**src/rtl/uart_rx_cfg.sv**
```systemverilog
// Oversampled UART receiver: configurable width, parity and stop bits, with a
// 2-of-3 majority vote per bit and a valid/ready holding register for errors.
//   state    | meaning
//   IDLE     | line idle, waiting for a low level
//   START    | validating the start bit (high vote = glitch)
//   DATA     | shifting in data bits, LSB first
//   PARITY   | checking the parity bit
//   STOP     | voting stop bits; frame completes at the last vote
//   BRK_WAIT | break seen, waiting for the line to return high
module uart_rx_cfg #(
  parameter int CLK_FREQ    = 50000000,
  parameter int BAUD_RATE   = 9600,
  parameter int DATA_BITS   = 8,
  parameter int PARITY_MODE = 0,
  parameter int STOP_BITS   = 1,
  parameter int OVERSAMPLE  = 16
) (
  input  logic                 clk,
  input  logic                 reset,
  input  logic                 rx,
  output logic [DATA_BITS-1:0] data_out,
  output logic                 rx_valid,
  input  logic                 rx_ready,
  output logic                 parity_error,
  output logic                 framing_error,
  output logic                 break_detect,
  output logic                 overrun
);

  localparam int DIV = CLK_FREQ / (BAUD_RATE * OVERSAMPLE);
  localparam int TW  = (DIV > 1) ? $clog2(DIV) : 1;
  localparam int SW  = $clog2(OVERSAMPLE);
  localparam int BW  = $clog2(DATA_BITS + 1);

  localparam logic [TW-1:0] TICK_MAX = TW'(DIV - 1);
  localparam logic [SW-1:0] SMP_MAX  = SW'(OVERSAMPLE - 1);
  localparam logic [SW-1:0] SMP_A    = SW'(OVERSAMPLE / 2 - 1);
  localparam logic [SW-1:0] SMP_B    = SW'(OVERSAMPLE / 2);
  localparam logic [SW-1:0] SMP_C    = SW'(OVERSAMPLE / 2 + 1);
  localparam logic [BW-1:0] BIT_LAST = BW'(DATA_BITS);
  localparam logic          STOP_LAST = (STOP_BITS == 2);

  typedef enum logic [2:0] {
    IDLE     = 3'd0,
    START    = 3'd1,
    DATA     = 3'd2,
    PARITY   = 3'd3,
    STOP     = 3'd4,
    BRK_WAIT = 3'd5
  } state_t;

  state_t                 r_state;
  state_t                 w_state_nxt;
  logic                   r_meta;
  logic                   r_rxs;
  logic [TW-1:0]          r_tick_cnt;
  logic [SW-1:0]          r_smp_cnt;
  logic                   r_s0;
  logic                   r_s1;
  logic [DATA_BITS-1:0]   r_shift;
  logic [BW-1:0]          r_bit_cnt;
  logic                   r_stop_idx;
  logic                   r_all_zero;
  logic                   r_par_pend;
  logic                   r_frm_pend;
  logic [DATA_BITS-1:0]   r_data;
  logic                   r_valid;
  logic                   r_perr;
  logic                   r_ferr;
  logic                   r_brk;
  logic                   r_ovr;

  logic w_run;
  logic w_tick;
  logic w_vote_en;
  logic w_wrap;
  logic w_vote;
  logic w_start;
  logic w_done;
  logic w_brk;
  logic w_par_exp;
  logic w_load;

  always_ff @(posedge clk or negedge reset) begin
    if (!reset) begin
      r_meta <= 1'b1;
      r_rxs  <= 1'b1;
    end else begin
      r_meta <= rx;
      r_rxs  <= r_meta;
    end
  end

  assign w_run     = (r_state == START) || (r_state == DATA) ||
                     (r_state == PARITY) || (r_state == STOP);
  assign w_tick    = w_run && (r_tick_cnt == TICK_MAX);
  assign w_vote_en = w_tick && (r_smp_cnt == SMP_C);
  assign w_wrap    = w_tick && (r_smp_cnt == SMP_MAX);
  // third sample is the live synchronised level at the resolving tick
  assign w_vote    = (r_s0 & r_s1) | (r_s0 & r_rxs) | (r_s1 & r_rxs);
  assign w_par_exp = (PARITY_MODE == 1) ? ^r_shift : ~^r_shift;
  assign w_load    = w_done && (!r_valid || rx_ready);

  always_ff @(posedge clk or negedge reset) begin
    if (!reset) r_state <= IDLE;
    else        r_state <= w_state_nxt;
  end

  always_comb begin
    w_state_nxt = r_state;
    w_start     = 1'b0;
    w_done      = 1'b0;
    w_brk       = 1'b0;
    case (r_state)
      IDLE: begin
        if (!r_rxs) begin
          w_start     = 1'b1;
          w_state_nxt = START;
        end
      end
      START: begin
        if (w_vote_en && w_vote) w_state_nxt = IDLE;
        else if (w_wrap)         w_state_nxt = DATA;
      end
      DATA: begin
        if (w_wrap && (r_bit_cnt == BIT_LAST))
          w_state_nxt = (PARITY_MODE != 0) ? PARITY : STOP;
      end
      PARITY: begin
        if (w_wrap) w_state_nxt = STOP;
      end
      STOP: begin
        if (w_vote_en) begin
          if (!r_stop_idx && r_all_zero && !w_vote) begin
            w_brk       = 1'b1;
            w_state_nxt = BRK_WAIT;
          end else if (r_stop_idx == STOP_LAST) begin
            w_done      = 1'b1;
            w_state_nxt = IDLE;
          end
        end
      end
      BRK_WAIT: begin
        if (r_rxs) w_state_nxt = IDLE;
      end
      default: w_state_nxt = IDLE;
    endcase
  end

  always_ff @(posedge clk or negedge reset) begin
    if (!reset) begin
      r_tick_cnt <= '0;
      r_smp_cnt  <= '0;
    end else if (w_start || !w_run) begin
      r_tick_cnt <= '0;
      r_smp_cnt  <= '0;
    end else if (w_tick) begin
      r_tick_cnt <= '0;
      r_smp_cnt  <= (r_smp_cnt == SMP_MAX) ? '0 : r_smp_cnt + 1'b1;
    end else begin
      r_tick_cnt <= r_tick_cnt + 1'b1;
    end
  end

  always_ff @(posedge clk or negedge reset) begin
    if (!reset) begin
      r_s0 <= 1'b1;
      r_s1 <= 1'b1;
    end else if (w_tick) begin
      if (r_smp_cnt == SMP_A) r_s0 <= r_rxs;
      if (r_smp_cnt == SMP_B) r_s1 <= r_rxs;
    end
  end

  always_ff @(posedge clk or negedge reset) begin
    if (!reset) begin
      r_shift    <= '0;
      r_bit_cnt  <= '0;
      r_stop_idx <= 1'b0;
      r_all_zero <= 1'b1;
      r_par_pend <= 1'b0;
      r_frm_pend <= 1'b0;
    end else if (w_start) begin
      r_bit_cnt  <= '0;
      r_stop_idx <= 1'b0;
      r_all_zero <= 1'b1;
      r_par_pend <= 1'b0;
      r_frm_pend <= 1'b0;
    end else begin
      if (r_state == DATA && w_vote_en) begin
        r_shift    <= {w_vote, r_shift[DATA_BITS-1:1]};
        r_bit_cnt  <= r_bit_cnt + 1'b1;
        r_all_zero <= r_all_zero & ~w_vote;
      end
      if (r_state == PARITY && w_vote_en) begin
        r_par_pend <= (w_vote != w_par_exp);
        r_all_zero <= r_all_zero & ~w_vote;
      end
      if (r_state == STOP) begin
        if (w_vote_en && !w_vote) r_frm_pend <= 1'b1;
        if (w_wrap)               r_stop_idx <= 1'b1;
      end
    end
  end

  always_ff @(posedge clk or negedge reset) begin
    if (!reset) begin
      r_data  <= '0;
      r_valid <= 1'b0;
      r_perr  <= 1'b0;
      r_ferr  <= 1'b0;
      r_brk   <= 1'b0;
      r_ovr   <= 1'b0;
    end else begin
      r_brk <= w_brk;
      r_ovr <= w_done && r_valid && !rx_ready;
      if (w_load) begin
        r_data  <= r_shift;
        r_valid <= 1'b1;
        r_perr  <= (PARITY_MODE != 0) && r_par_pend;
        r_ferr  <= r_frm_pend || !w_vote;
      end else if (r_valid && rx_ready) begin
        r_valid <= 1'b0;
        r_perr  <= 1'b0;
        r_ferr  <= 1'b0;
      end
    end
  end

  assign data_out      = r_data;
  assign rx_valid      = r_valid;
  assign parity_error  = r_perr;
  assign framing_error = r_ferr;
  assign break_detect  = r_brk;
  assign overrun       = r_ovr;

endmodule

```
**config.mk**
```make
export PLATFORM = sky130hd
export DESIGN_NAME = uart_rx_cfg
export DESIGN_NICKNAME = d
export VERILOG_FILES = /design/src/rtl/uart_rx_cfg.sv
export SDC_FILE = /design/constraint.sdc
export NUM_CORES = 1
export LEC_CHECK = 0
export CAP_MARGIN = 20
export CORE_ASPECT_RATIO = 0.9
export CORE_MARGIN = 8
export CORE_UTILIZATION = 40
export CTS_CLUSTER_DIAMETER = 100
export DETAILED_ROUTE_END_ITERATION = 12
export GPL_TIMING_DRIVEN = 0
export PLACE_DENSITY = 0.57
export SLEW_MARGIN = 30
export SYNTH_ARGS = -nofsm -noshare
export SYNTH_HDL_FRONTEND = slang
export SYNTH_SLANG_ARGS = --single-unit
```
**constraint.sdc**
```tcl
create_clock -name clk -period 3 [get_ports clk]
set_clock_uncertainty 0.1 [all_clocks]
set_input_delay 0.3 -clock clk [delete_from_list [all_inputs] [get_ports clk]]
set_output_delay 0.3 -clock clk [all_outputs]
set_load 0.01 [all_outputs]
```
==> run_results.csv <==
group,metric,value,unit
flow_run,cap_viol_max_count,0,
synth,netlist_instances,206,
place,dp_hpwl,2773,µm
finish,nets,240,
die,num_rows,26,
detailed_routing,routed_wl,3994,µm
clocking,clockBufferDepth,2,
sta,rsz0062_at_grt,"false",
detailed_routing,drc,0,
grt,grt_antenna_before_repair,0,
sta,max_freq,431.1,MHz
die,die_w,95.27,µm
grt,grt.total_usage,10.61,%
worst_setup_path,cp.required,3090,ps
synth,synth_area_leaders,"dfrtp_1 (46%), mux2_2 (8.5%), dfstp_2 (5.8%), ha_1 (3.9%), nor2_1 (3.3%)",
place,placed_area,2497,µm²
pwr,p_leak,1.194,nW
worst_hold_path,worstHoldStart,"r_meta",
clocking,cts_made_buffers,5,
detailed_routing,drt-initial-drc-count,79,
die,dieHeight,87.35,µm
finish,drive_gt1_share,18.26,%
finish,multi_input_area,988.4,µm²
clocking,cts-root-buf,"clkbuf_8",
synth,async_flop_share,100.0,%
synth,ys_ff_latch,47,
grt,grt_pass1_vias,1447,
status,status,"complete, no violations",
clocking,cts_tree,"done",
synth,synth_edf_count,0,
synth,synth_top_area_share,46.46,%
worst_hold_path,hold_depth,0,
die,start_util,40.67,%
detailed_routing,drt.antenna.violating_nets,0,
finish,areaGrowthSynthToFinish,15.93,%
pwr,power,0.001139,W
grt,grt_max_degree,48,
pwr,p_int,0.0008967,W
synth,synth_cell_types,45,
worst_setup_path,worstSetupEndpointType,"flop",
finish,regArea,1182,µm²
worst_setup_path,r2r_setup_slack,680,ps
die,dieArea,8321,µm²
finish,diodes,0,
synth,synthTopCellsByCount,"dfrtp_1 (42), nor2_1 (20), mux2_2 (17), nand2_1 (17), inv_1 (15)",
synth,syn_nets,217,
die,ios,17,
worst_setup_path,reg2reg_from,"r_tick_cnt[0]",
detailed_routing,route.met3.wl,119,µm
sta,min_period,2319,ps
pwr,seqPwrFrac,56.1,%
sta,hold_violations,0,
worst_setup_path,cp.arrival,2410,ps
worst_setup_path,path_class,"reg -> reg",
synth,post-synth-top-count-cell,"dfrtp_1",
sta,tightest_slew,880.4,ps
grt,grt_pass1_wl,6934,µm
worst_setup_path,worst-path-max-fanout,8,
clocking,clk_latency,300,ps
sta,fin_hold_ws,260.6,ps
synth,syn-cell-area,2262,µm²
die,placeableCoreArea,5563,µm²
worst_setup_path,rr_endpoint,"data_out[1]",
worst_hold_path,hold_path_end,"r_rxs",
finish,fillers,515,
synth,synth-seq-area-share,52.27,%
detailed_routing,met1_length,2111,µm
sta,fin_crit_sh,77.31,%
synth,yosysTopAreaCell,"dfrtp_1",
pwr,combPwrFrac,2.1,%
place,portBuffers,15,
sta,setup_tns,0,ps
detailed_routing,met2WireLength,1696,µm
clocking,cts.sinks,47,
clocking,clk_pin_slew,90,ps
synth,synth_ff_type,"dfrtp_1",
synth,syn_avg_cell_area,10.98,µm²
clocking,htreeDepth,2,
pwr,p_clk_share,41.7,%
worst_hold_path,worst_hold_path_type,"reg -> reg",
sta,setup_viol,0,
detailed_routing,wl_per_cell,13.31,µm
sta,relSlewSlack,40.89,%
detailed_routing,topRoutingLayerUsed,"met4",
finish,fin_area,2623,µm²
pwr,ir_drop,0.0003074,V
pwr,p_per_area,434.4,nW/µm²
clocking,cts_resized,0,
pwr,netSwitchingPower,0.0002426,W
sta,maxSlewViolCount,0,
grt,grt_overflow,0,
clocking,cts_setup_buffers,0,
synth,yosys_warnings,0,
detailed_routing,viasPerCell,5.003,
pwr,p_sw_share,21.30,%
worst_setup_path,cp-start-kind,"flop",
detailed_routing,first_pass_iters,4,
worst_setup_path,r2r_cells,7,
detailed_routing,num_vias,1501,
place,gp_congestion,0.7530,
-- metal layers --
metal  GRT usage [%]  up-vias
met5               0        -
met4           4.249        0
met3           2.845        6
met2           15.17       17
met1           14.67      730
li1                -      748
-- power groups by stage --
stage	clock, W	sequential [W]	combinational, W
2_1_floorplan	0	0.000652	0.00000377
3_5_place_dp	0	0.000652	0.0000246
5_1_grt	0.000519	0.000640	0.0000284
3_3_place_gp	0	0.000652	0.0000248
4_1_cts	0.000496	0.000640	0.0000256
6_report	0.000475	0.000640	0.0000242
-- kinds of logic (layout without fill, tap and decap cells) --
kind of cell / count (synthesis) / count (layout) / share of synthesized area, %
multiplexers: 17 / 17 / 8.462
other: 1 / 1 / 0.1658
adder cells (fa/ha/maj): 8 / 8 / 4.314
flip-flops: 47 / 47 / 52.27
XOR/XNOR: 10 / 10 / 3.872
buffers and inverters: 21 / 45 / 4.037
AO/OA/AOI/OAI: 26 / 26 / 7.191
AND/OR/NAND/NOR: 76 / 76 / 19.69
-- registers in the layout (all words and copies together), names as in the netlist --
register       count
r_s0               1
r_meta             1
r_rxs              1
r_s1               1
r_smp_cnt          4
data_out           8
rx_valid           1
break_detect       1
r_bit_cnt          4
r_state            3
r_frm_pend         1
r_all_zero         1
r_stop_idx         1
r_shift            8
r_tick_cnt         9
framing_error      1
overrun            1
-- how the worst max path moves through the flow --
| stage | from | depth (start not counted) | to | slack (ps) |
|---|---|---|---|---|
| floorplan | r_tick_cnt[0] | 7 | data_out[0] | 910 |
| global placement | reset | 1 | data_out[5] | 140 |
| detailed placement | r_tick_cnt[0] | 7 | data_out[2] | 680 |
| CTS | r_tick_cnt[0] | 7 | data_out[1] | 660 |
| global route | r_smp_cnt[1] | 7 | data_out[1] | 520 |
| finish | r_tick_cnt[0] | 7 | data_out[1] | 680 |
-- placed cells by master (no fill, tap or decap), types with 2 or more instances in the layout --
| cell | count |
|---|---|
| nor3b_1 | 2 |
| or3_1 | 2 |
| nor3_1 | 2 |
| buf_4 | 4 |
| clkbuf_8 | 5 |
| clkdlybuf4s50_1 | 14 |
| nor4_1 | 2 |
| nand3b_1 | 3 |
| xor2_1 | 4 |
| ha_1 | 7 |
| xnor2_1 | 6 |
| and3_1 | 3 |
| nand2_1 | 17 |
| inv_1 | 15 |
| dfstp_2 | 5 |
| dfrtp_1 | 42 |
| o21ai_0 | 7 |
| nor2_1 | 20 |
| nand3_1 | 8 |
| a21oi_1 | 10 |
| and3b_1 | 3 |
| nand2b_1 | 2 |
| mux2_2 | 17 |
| clkbuf_1 | 2 |
| and2_1 | 2 |
-- layout make-up --
| cell class | count | area share [%] |
|---|---|---|
| inverters | 15 | 2.147 |
| multi-input cells | 138 | 37.69 |
| well taps | 70 | 3.340 |
| repair buffers | 16 | 6.011 |
| flip-flops and latches | 47 | 45.09 |
| clock inverters | 3 | 1.765 |
| clock buffers | 5 | 2.624 |
| plain buffers | 6 | 1.336 |
-- per-stage QoR --
step	utilization [%]	worst slack (ps)	cells
floorplan	-	906.6	206
global placement	44.94	135.6	291
detailed placement	44.89	677.9	291
CTS	47.14	660.2	300
global route	47.14	524.5	300
finish	47.14	680.6	300
-- repair_timing --
item,CTS,global route
hold endpoints to repair,42,0
setup endpoints to repair,0,0
hold buffers,1,0
-- critical path, cell delays in order, from the launching register on --
cell and delay (ps):
dfrtp_1 410, inv_1 80, ha_1 150, and4bb_4 270
and4_4 260, nand3b_4 110, nor3_4 420, mux2_2 390
Note: power is estimated with default switching activity, not from simulation.
